File: src/rtl/pipelined_addsub.sv
// pipelined_addsub: two's-complement adder/subtractor with the carry rippling
// through one CHUNK-bit slice per pipeline stage. It has a valid/ready stream
// handshake on both sides. All stages advance together, and they all stall
// together when the consumer applies backpressure.
module pipelined_addsub #(
   parameter int WIDTH = 16,
   parameter int CHUNK = 4
) (
   input  logic             clk,
   input  logic             rst_n,
   input  logic             in_valid,
   output logic             in_ready,
   input  logic [WIDTH-1:0] a,
   input  logic [WIDTH-1:0] b,
   input  logic             cin,
   input  logic             sub,
   output logic             out_valid,
   input  logic             out_ready,
   output logic [WIDTH-1:0] s,
   output logic             cout,
   output logic             ovf,
   output logic             zero
);

   localparam int STAGES = WIDTH / CHUNK;

   // A width that does not split into whole slices has no meaningful pipeline.
   generate
      if (CHUNK < 1 || WIDTH < CHUNK || (WIDTH % CHUNK) != 0) begin : g_bad_params
         $error("pipelined_addsub: WIDTH must be a non-zero multiple of CHUNK");
      end
   endgenerate

   // Global advance: every stage moves together or none do.
   logic adv;

   // Per-stage registers. Stage k has resolved slices 0..k of the sum.
   // The operands travel alongside, so later stages see their own slices
   // and the sign bits needed for the overflow flag.
   logic             v_q  [STAGES];
   logic [WIDTH-1:0] a_q  [STAGES];
   logic [WIDTH-1:0] b_q  [STAGES];
   logic [WIDTH-1:0] s_q  [STAGES];
   logic             c_q  [STAGES];
   logic             ovf_q;
   logic             zero_q;

   // Inputs presented to each stage: stage 0 takes the ports and later stages
   // take the previous stage's registers.
   logic             src_v [STAGES];
   logic [WIDTH-1:0] src_a [STAGES];
   logic [WIDTH-1:0] src_b [STAGES];
   logic [WIDTH-1:0] src_s [STAGES];
   logic             src_c [STAGES];

   // Values each stage will capture on the next advancing edge.
   logic [CHUNK:0]   slice_sum [STAGES];
   logic [WIDTH-1:0] nxt_s     [STAGES];
   logic             nxt_c     [STAGES];
   logic             ovf_d;
   logic             zero_d;

   assign adv       = !v_q[STAGES-1] || out_ready;
   assign in_ready  = adv;
   assign out_valid = v_q[STAGES-1];
   assign s         = s_q[STAGES-1];
   assign cout      = c_q[STAGES-1];
   assign ovf       = ovf_q;
   assign zero      = zero_q;

   // Route stage inputs. Subtraction folds into an add of ~b with the carry-in inverted.
   always_comb begin
      src_v[0] = in_valid;
      src_a[0] = a;
      src_b[0] = b ^ {WIDTH{sub}};
      src_s[0] = '0;
      src_c[0] = cin ^ sub;
      for (int k = 1; k < STAGES; k++) begin
         src_v[k] = v_q[k-1];
         src_a[k] = a_q[k-1];
         src_b[k] = b_q[k-1];
         src_s[k] = s_q[k-1];
         src_c[k] = c_q[k-1];
      end
   end

   // Resolve one CHUNK-bit slice per stage using the carry from the stage before it.
   always_comb begin
      // NOTE: every output of a combinational block gets a default before any
      // conditional or partial write, otherwise synthesis infers a latch.
      for (int k = 0; k < STAGES; k++) begin
         nxt_s[k]     = src_s[k];
         slice_sum[k] = {1'b0, src_a[k][k*CHUNK +: CHUNK]}
                      + {1'b0, src_b[k][k*CHUNK +: CHUNK]}
                      + (CHUNK+1)'(src_c[k]);
         nxt_s[k][k*CHUNK +: CHUNK] = slice_sum[k][CHUNK-1:0];
         nxt_c[k]     = slice_sum[k][CHUNK];
      end
   end

   // Status flags are formed as the final slice lands, so they register alongside s.
   always_comb begin
      ovf_d  = (src_a[STAGES-1][WIDTH-1] == src_b[STAGES-1][WIDTH-1])
            && (nxt_s[STAGES-1][WIDTH-1] != src_a[STAGES-1][WIDTH-1]);
      zero_d = (nxt_s[STAGES-1] == '0);
   end

   // Valid bits, partial sums, carries and flags shift forward on advance.
   // Asynchronous reset clears them.
   always_ff @(posedge clk or negedge rst_n) begin
      // NOTE: sequential state uses non-blocking assignments, so every stage
      // samples the pre-edge value of its predecessor.
      if (!rst_n) begin
         for (int k = 0; k < STAGES; k++) begin
            v_q[k] <= 1'b0;
            s_q[k] <= '0;
            c_q[k] <= 1'b0;
         end
         ovf_q  <= 1'b0;
         zero_q <= 1'b0;
      end else if (adv) begin
         for (int k = 0; k < STAGES; k++) begin
            v_q[k] <= src_v[k];
            s_q[k] <= nxt_s[k];
            c_q[k] <= nxt_c[k];
         end
         ovf_q  <= ovf_d;
         zero_q <= zero_d;
      end
   end

   // Operand copies travel with their transaction. They are not reset.
   always_ff @(posedge clk) begin
      // NOTE: these are pure datapath registers that only matter when the
      // stage valid bit is set, so they carry no reset.
      if (adv) begin
         for (int k = 0; k < STAGES; k++) begin
            a_q[k] <= src_a[k];
            b_q[k] <= src_b[k];
         end
      end
   end

endmodule

File: config.mk
export PLATFORM = sky130hd
export DESIGN_NAME = pipelined_addsub
export DESIGN_NICKNAME = d
export VERILOG_FILES = /design/src/rtl/pipelined_addsub.sv
export SDC_FILE = /design/constraint.sdc
export NUM_CORES = 1
export LEC_CHECK = 0
export CAP_MARGIN = 20
export CORE_AREA = 2 2 89 91
export CTS_BUF_LIST = sky130_fd_sc_hd__clkbuf_16
export CTS_CLUSTER_SIZE = 16
export DETAILED_ROUTE_END_ITERATION = 10
export DIE_AREA = 0 0 91 93
export GPL_ROUTABILITY_DRIVEN = 0
export GPL_TIMING_DRIVEN = 0
export PLACE_DENSITY = 0.78
export SYNTH_ARGS = -nofsm -noshare
export SYNTH_HDL_FRONTEND = slang
export SYNTH_SLANG_ARGS = --single-unit
File: constraint.sdc
create_clock -name clk -period 4.8 [get_ports clk]
set_clock_uncertainty 0.2 [all_clocks]
set_input_delay 1.2 -clock clk [delete_from_list [all_inputs] [get_ports clk]]
set_output_delay 1.2 -clock clk [all_outputs]
set_load 0.1 [all_outputs]
==> impl_metrics.toml, run 1 <==
[status]
status = "complete, no violations"

[route]
totalWireLength_microns = 6936
via_per_inst = 4.927
drt-pass1-iter-count = 4
ant_nets = 0
initialDrtViolationCount = 131
vias = 2434
drc_errors = 0
wire_per_inst_microns = 14.04

[grt]
antenna_found_initial = 0
grt_max_degree = 39
first_global_vias = 2525
gr-total-overflow = 0
track_usage_pct = 17.96
grt_pass1_wl_microns = 11670

[synth]
yosys.area_share.simple_pct = 12.58
synthAdderAreaFrac_pct = 7.801
syn_inst = 317
synth_warnings = 0
syn_avg_cell_area_sq_um = 12.55
synth_compound_area_share_pct = 4.530
synthXorXnorAreaFrac_pct = 5.505
synth.mux.area_fraction_pct = 0
yosys_register_bits = 98
synth_area_sq_mm = 0.003978
synth_top_family_by_area = "simple AND/OR/NAND/NOR gates"
yosysSeqAreaShare_pct = 67.69
yosysUniqueCellTypes = 24
syn_nets = 375

[die]
die_x_microns = 91
dieArea_sq_mm = 0.008463
start_util_pct = 52.84
core_sq_mm = 0.007527
num_rows = 32
io_pins = 59
die_y_microns = 93

[critical_path]
crit_end = "in_ready"
r2r-start = "c_q[1]"
worstPathRequired_ps = 3400
cp-start-kind = "primary input"
setup.worst_path.start = "out_ready"
r2r-end = "zero"
crit_type = "in -> out"
reg2reg_depth = 5
endpoint_kind = "primary output"
r2r_setup_slack_ps = 2590
cp.arrival_ps = 3280
cp_max_fo = 38

[clocking]
clkSinkCount = 98
cts_max_level = 3
clockRootBuffer = "clkbuf_16"
cts.reportedPaths.clkPinSlew_ps = 70
cts_tree = "built"
numCtsBuffers = 9
postCtsSetupBuffers = 0
clockBufferDepth = 2
clkLatencyLatePin_ps = 340
ctsHoldBuffers = 0

[sta]
min_period_ps = 4676
drv_slew = 0
slew_headroom_pct = 35.26
finalHoldViolCount = 0
max_clock_freq_ghz = 0.2139
finalCritPeriodShare_pct = 97.41
worst_slew_pin_slew_ps = 968.0
setup_viol = 0
rsz0062_at_grt = "false"

[power]
peakVddDrop_uv = 280.6
p_per_area_mw_per_mm2 = 722.6
power.total_uw = 3633
power.leakage_uw = 0.002219

[run]
drv_cap = 0

[layout]
drive_gt1_share_pct = 7.653
n_antenna_cell = 0
final_area_sq_mm = 0.005027
fin_nets = 445
area_growth_pct = 26.39
fillers = 574
layout_commonest_cell = "nand2_1"
final_cell_mix = "nand2_1 (110), clkdlybuf4s50_1 (55), dfrtp_1 (50), edfxtp_1 (48), xor2_1 (22)"

[min_path]
worstHoldPathType = "reg -> reg"
holdPathStages = 0
hp-start = "a_q[0][12]"

[placed_design]
dp_hpwl_microns = 4706
placed_area_sq_mm = 0.004720
port_buffers = 57
==> report_power, final <==
part | internal (uW) | switching [uW] | leakage [uW]
Sequential | 1240 | 175 | 0.00109
Combinational | 436 | 1050 | 0.000973
Clock | 414 | 323 | 0.000152
==> cell usage after synthesis (all sizes together) <==
cell    number  area [sq um]
o31ai        1         7.510
inv          5         18.76
clkbuf       5         18.77
nor4         3         25.02
a21o         7         52.55
ha          12         150.1
and3         1         6.260
nand2      110         412.9
nor2         7         26.28
buf          8         37.54
fa           8         160.2
nand2b       1         6.260
o21ai        9         45.04
a32o         1         10.01
dfrtp       50          1251
a21oi       13         65.06
xnor2        3         26.28
edfxtp      48          1441
or4          1         11.26
xor2        22         192.7
nor2b        2         12.51
==> logic make-up after synthesis <==
kind of cell,after synthesis
AOI/OAI and AO/OA,31
and+or+nand+nor,125
DFF,98
adders and majority gates,20
xor gates and xnor gates,25
buffers and inverters,18
==> per-layer routing <==
metal / part of all wire [%] / track usage (%)
met1: 42 / 21.56
met2: 52 / 32.16
met3: 4.0 / 3.143
met4: 1.9 / 7.576
met5: 0 / 0
==> state kept, by name (all words and copies together) (netlist names) <==
register	flops
a_q	24
b_q	24
c_q	3
cout	1
nxt_s	24
out_valid	1
ovf	1
s	16
src_v	3
zero	1
==> through the flow <==
stage	hold WS (ps)	utilization [%]	worst slack, ps	std cells	setup TNS, ps
6_report	221.1	66.79	124.3	494	0
5_1_grt	226.0	66.79	6.947	494	0
4_1_cts	221.7	66.81	91.31	494	0
3_5_place_dp	204.5	62.70	-484.2	478	-484.2
3_3_place_gp	200.3	62.13	-895.2	476	-895.2
2_1_floorplan	200.3	-	861.5	317	0
==> timing repair <==
| action | CTS | global route |
|---|---|---|
| resized for setup | 3 | 1 |
| pin swaps | 0 | 0 |
| setup endpoints to repair | 1 | 1 |
==> critical path, cell delays in order <==
cell and delay (ps):
clkdlybuf4s50_1 450, nor2b_1 40, buf_2 180, inv_2 80
clkbuf_2 440, buf_12 280, clkdlybuf4s18_2 570
==> how the worst min path moves through the flow <==
| stage | endpoint | slack, ps |
|---|---|---|
| 2_1_floorplan | a_q[1][10] | 200 |
| 5_1_grt | a_q[1][13] | 230 |
| 6_report | a_q[1][12] | 220 |
| 3_5_place_dp | b_q[1][13] | 200 |
| 3_3_place_gp | b_q[1][14] | 200 |
| 4_1_cts | b_q[2][14] | 220 |
==> final cells by class <==
type | instances | area, sq um | share of cell area (%)
plain buffers | 13 | 57.56 | 1.145
inverters | 5 | 18.77 | 0.3733
repair buffers | 59 | 613.1 | 12.20
multi-input cells | 201 | 1210 | 24.07
clock inverters | 7 | 82.58 | 1.643
flip-flops and latches | 98 | 2693 | 53.56
well taps | 102 | 127.6 | 2.539
clock buffers | 9 | 225.2 | 4.480
Power figures use the tool's default switching activity.
==> inputs of run 2 (changes only) <==
CAP_MARGIN = unset   (was 20)
==> run 2 against run 1 <==
Effect of this change:
- core utilization down 0.22 points
- critical path depth down 1
- clock power down 0.7%
- fmax up 0.68%
- critical endpoint unchanged
- worst setup slack better by 31 ps
- cell count down 0.20%
- cell area down 0.32%
- sequential share of layout area up 0.17 points
- total power down 0.45%
==> impl_metrics.toml, run 2 (synthesized netlist as in run 1, its figures left out) <==
[status]
status = "complete, no violations"

[die]
start_util_pct = 52.84
dieArea_sq_mm = 0.008463
die_x_microns = 91
die_y_microns = 93
core_sq_mm = 0.007527
io_pins = 59
num_rows = 32

[critical_path]
r2r-end = "zero"
endpoint_kind = "primary output"
r2r_setup_slack_ps = 2410
crit_end = "in_ready"
worstPathRequired_ps = 3400
r2r-start = "c_q[1]"
cp.arrival_ps = 3240
reg2reg_depth = 5
cp-start-kind = "primary input"
setup.worst_path.start = "out_ready"
cp_max_fo = 58
crit_type = "in -> out"

[sta]
finalCritPeriodShare_pct = 96.76
rsz0062_at_grt = "false"
max_clock_freq_ghz = 0.2153
holdWs_ps = 220.8
setup_viol = 0
worst_slew_pin_slew_ps = 973.4
finalSetupTns_ps = 0
finalHoldViolCount = 0
drv_slew = 0
min_period_ps = 4644
slew_headroom_pct = 34.90

[route]
drt-pass1-iter-count = 4
drc_errors = 0
ant_nets = 0
via_per_inst = 4.905
wire_per_inst_microns = 13.70
vias = 2418
totalWireLength_microns = 6752
initialDrtViolationCount = 198

[placed_design]
placed_area_sq_mm = 0.004700
dp_cells = 477
port_buffers = 57
dp_hpwl_microns = 4606

[layout]
final_util_pct = 66.57
final-instance-count-excl-fill = 493
fin_nets = 444
final_area_sq_mm = 0.005011
n_antenna_cell = 0
layout_commonest_cell = "nand2_1"
drive_gt1_share_pct = 7.417
final_cell_mix = "nand2_1 (110), clkdlybuf4s50_1 (55), dfrtp_1 (50), edfxtp_1 (48), xor2_1 (22)"
area_growth_pct = 25.98

[clocking]
postCtsSetupBuffers = 0
clkLatencyLatePin_ps = 340
cts.reportedPaths.clkPinSlew_ps = 70
ctsHoldBuffers = 0
cts_max_level = 3
clockBufferDepth = 2
cts_tree = "built"
numCtsBuffers = 9
clockRootBuffer = "clkbuf_16"
clkSinkCount = 98

[grt]
antenna_found_initial = 0
grt_max_degree = 59
first_global_vias = 2503
track_usage_pct = 17.98
gr-total-overflow = 0
grt_pass1_wl_microns = 11600

[power]
power.leakage_uw = 0.002209
peakVddDrop_uv = 286.5
p_per_area_mw_per_mm2 = 721.7

[run]
drv_cap = 0

[min_path]
worstHoldPathType = "reg -> reg"
==> run 2: cell types whose count changed in the layout (fill, tap and decap cells not counted) <==
| cell | before | now |
|---|---|---|
| clkbuf_2 | 1 | 0 |
| buf_12 | 1 | 0 |
| clkbuf_4 | 0 | 1 |
| clkinv_4 | 1 | 2 |
| clkdlybuf4s18_2 | 1 | 0 |
| clkdlybuf4s15_2 | 0 | 1 |
| inv_6 | 5 | 4 |
==> run 2: final cells by class <==
type	instances	area [sq um]
multi-input combinational	201	1210
fill	594	2516
tap	102	127.6
clock buffer	9	225.2
clock inverter	7	82.58
buffer	13	60.06
sequential	98	2693
inverter	5	18.77
timing repair buffer	58	594.3
==> run 2: per-stage QoR <==
step | worst slack (ps) | power, uW
2_1_floorplan | 861.5 | 2499
3_3_place_gp | -895.2 | 2846
3_5_place_dp | -926.3 | 2898
4_1_cts | 133.2 | 3642
5_1_grt | 34.94 | 3813
6_report | 155.7 | 3617
==> run 2: metal layers <==
| metal | up-vias | GRT usage (%) | part of all wire [%] |
|---|---|---|---|
| met3 | 14 | 3.546 | 4.9 |
| met2 | 69 | 31.05 | 51 |
| met5 | - | 0 | 0 |
| li1 | 1188 | - | - |
| met4 | 0 | 8.965 | 2.7 |
| met1 | 1147 | 21.74 | 42 |
==> run 2: worst min path at each step <==
stage / from / to / slack, ps / cells past startpoint
after floorplan: a_q[0][10] / a_q[1][10] / 200 / 0
after CTS: b_q[1][14] / b_q[2][14] / 220 / 0
final: b_q[0][13] / b_q[1][13] / 220 / 0
after global routing: a_q[0][13] / a_q[1][13] / 230 / 0
after detailed placement: b_q[0][13] / b_q[1][13] / 200 / 0
after global placement: b_q[0][14] / b_q[1][14] / 200 / 0
==> run 2: critical path, cell delays in order <==
cell	delay, ps
clkdlybuf4s50_1	450
nor2b_1	40
buf_2	180
inv_2	80
clkbuf_4	610
clkdlybuf4s15_2	650
==> run 2: what timing repair did <==
item / in CTS / in global routing
resized for setup: 4 / 0
endpoints found under the setup margin: 1 / 0
endpoints found under the hold margin: 0 / 0
==> run 2: power breakdown <==
| part | switching, uW | internal (uW) |
|---|---|---|
| logic | 1050 | 427 |
| clock network | 319 | 413 |
| registers | 172 | 1240 |
==> inputs of run 3 (changes only) <==
CORE_AREA = 2 2 86 88   (was 2 2 89 91)
DIE_AREA = 0 0 88 90   (was 0 0 91 93)
GPL_ROUTABILITY_DRIVEN = 1   (was 0)
PLACE_DENSITY = 0.82   (was 0.78)
clock period = 5.75 ns   (was 4.8 ns; I/O delays follow)
==> run 3 against run 2 <==
Effect of this change:
- die area fell by 6.4%
- sequential share of layout area fell by 0.33 points
- sequential power fell by 16%
- combinational power fell by 16%
- worst setup slack improved by 81 ps
- critical path type unchanged
==> impl_metrics.toml, run 3 (synthesized netlist as in run 1, its figures left out) <==
[power]
netSwitchingFraction_pct = 40.71
p_int_uw = 1820
p_per_area_mw_per_mm2 = 608.8
power.share.combinational_pct = 40.3
power_frac_clock_pct = 21.5
power.leakage_uw = 0.002224
power.total_uw = 3070
peakVddDrop_uv = 275.0
switchingPower_uw = 1250
pwr-share-seq_pct = 38.3

[critical_path]
cp.arrival_ps = 3880
crit_end = "in_ready"
crit_chain = "clkdlybuf4s50_1, nor2b_1, buf_2, inv_2, clkbuf_2, clkdlybuf4s50_1"
r2r-start = "c_q[1]"
cpPeakStageDelay_ps = 1240
crit_type = "in -> out"
crit_buf_inv = 5
crit_slowest_cell = "clkdlybuf4s50_1"
r2r_setup_slack_ps = 3540
path_common_cell = "clkdlybuf4s50_1"
r2r-end = "zero"
worstPathRequired_ps = 4110
path_delay_family = "buffers and inverters"
setup.worst_path.start = "out_ready"
cp-start-kind = "primary input"
cp_max_fo = 21
cp_num_cells = 6
endpoint_kind = "primary output"
reg2reg_depth = 5

[placed_design]
dp_hpwl_microns = 4456
pre_cts_ws_ps = 229.5
gp_congestion = 0.8158
port_buffers = 57

[sta]
holdWs_ps = 217.8
slew_headroom_pct = 35.07
worst_slew_pin_slew_ps = 971.0
drv_slew = 0
finalHoldViolCount = 0
max_clock_freq_ghz = 0.1814
finalCritPeriodShare_pct = 95.88
min_period_ps = 5513
finalSetupTns_ps = 0
rsz0062_at_grt = "false"
setup_viol = 0
finalWorstSetupSlack_ps = 236.7

[clocking]
clkSinkCount = 98
cts_max_level = 3
postCtsSetupBuffers = 0
cts.reportedPaths.clkPinSlew_ps = 60
numCtsBuffers = 9
clkLatencyLatePin_ps = 330
cts-resized-gates = 0
clockRootBuffer = "clkbuf_16"
clockBufferDepth = 2
ctsHoldBuffers = 0
cts_tree = "built"

[die]
io_pins = 59
core_sq_mm = 0.007020
die_x_microns = 88
num_rows = 31
die_y_microns = 90
start_util_pct = 56.66
dieArea_sq_mm = 0.007920

[route]
via_per_inst = 4.927
totalWireLength_microns = 6401
vias = 2419
drt-pass1-iter-count = 4
initialDrtViolationCount = 165
ant_nets = 0
wire_per_inst_microns = 13.04
drc_errors = 0

[grt]
grt_max_degree = 39
gr-total-overflow = 0
track_usage_pct = 18.16
grt_pass1_wl_microns = 10890
antenna_found_initial = 0
first_global_vias = 2426

[layout]
register_area_sq_mm = 0.002693
n_antenna_cell = 0
area_growth_pct = 26.77
multi_input_area_sq_mm = 0.001210
fillers = 466
fin_nets = 445
final_util_pct = 71.82
final_cell_mix = "nand2_1 (110), clkdlybuf4s50_1 (56), dfrtp_1 (50), edfxtp_1 (48), xor2_1 (22)"
layout_commonest_cell = "nand2_1"
drive_gt1_share_pct = 6.633

[status]
status = "complete, no violations"

[min_path]
worstHoldPathType = "reg -> reg"
hp-start = "a_q[0][9]"

[run]
drv_cap = 0
==> run 3: stage by stage <==
step | instances | instance area, sq um
global route | 491 | 5042
floorplan | 317 | 3978
global placement | 473 | 4672
CTS | 491 | 5042
finish | 491 | 5042
detailed placement | 475 | 4708
==> run 3: worst reg2reg max path: stages, from the launching register on <==
cell     delay [ps]
dfrtp_1         420
fa_1            480
fa_1            470
nor4_1          230
and3_1          190
a32o_1          160
==> run 3: layout make-up <==
cell class	instances	share of cell area, %
tap	99	2.457
clock inverter	7	2.159
timing repair buffer	59	12.01
multi-input combinational	201	24.00
clock buffer	9	4.466
sequential	98	53.40
inverter	5	0.3722
buffer	13	1.141
==> run 3: layer usage <==
metal	GRT usage [%]	up-vias	wire length, microns
met5	0	-	0
met3	3.398	11	267
li1	-	1189	-
met2	28.72	61	3252
met4	9.231	0	138
met1	23.83	1158	2742
==> run 3: power by group through the flow <==
stage / Clock (uW) / Combinational [uW] / Sequential, uW
after CTS: 669 / 1240 / 1180
final: 659 / 1240 / 1180
after floorplan: 0 / 458 / 1630
after global placement: 0 / 1190 / 1180
after global routing: 702 / 1340 / 1210
after detailed placement: 0 / 1230 / 1190
==> run 3: worst min path at each step <==
stage	end	slack, ps	cells after the start
global route	a_q[1][14]	220	0
global placement	b_q[1][10]	200	0
CTS	b_q[2][14]	220	0
finish	a_q[1][9]	220	0
detailed placement	a_q[1][11]	200	0
floorplan	a_q[1][10]	200	0
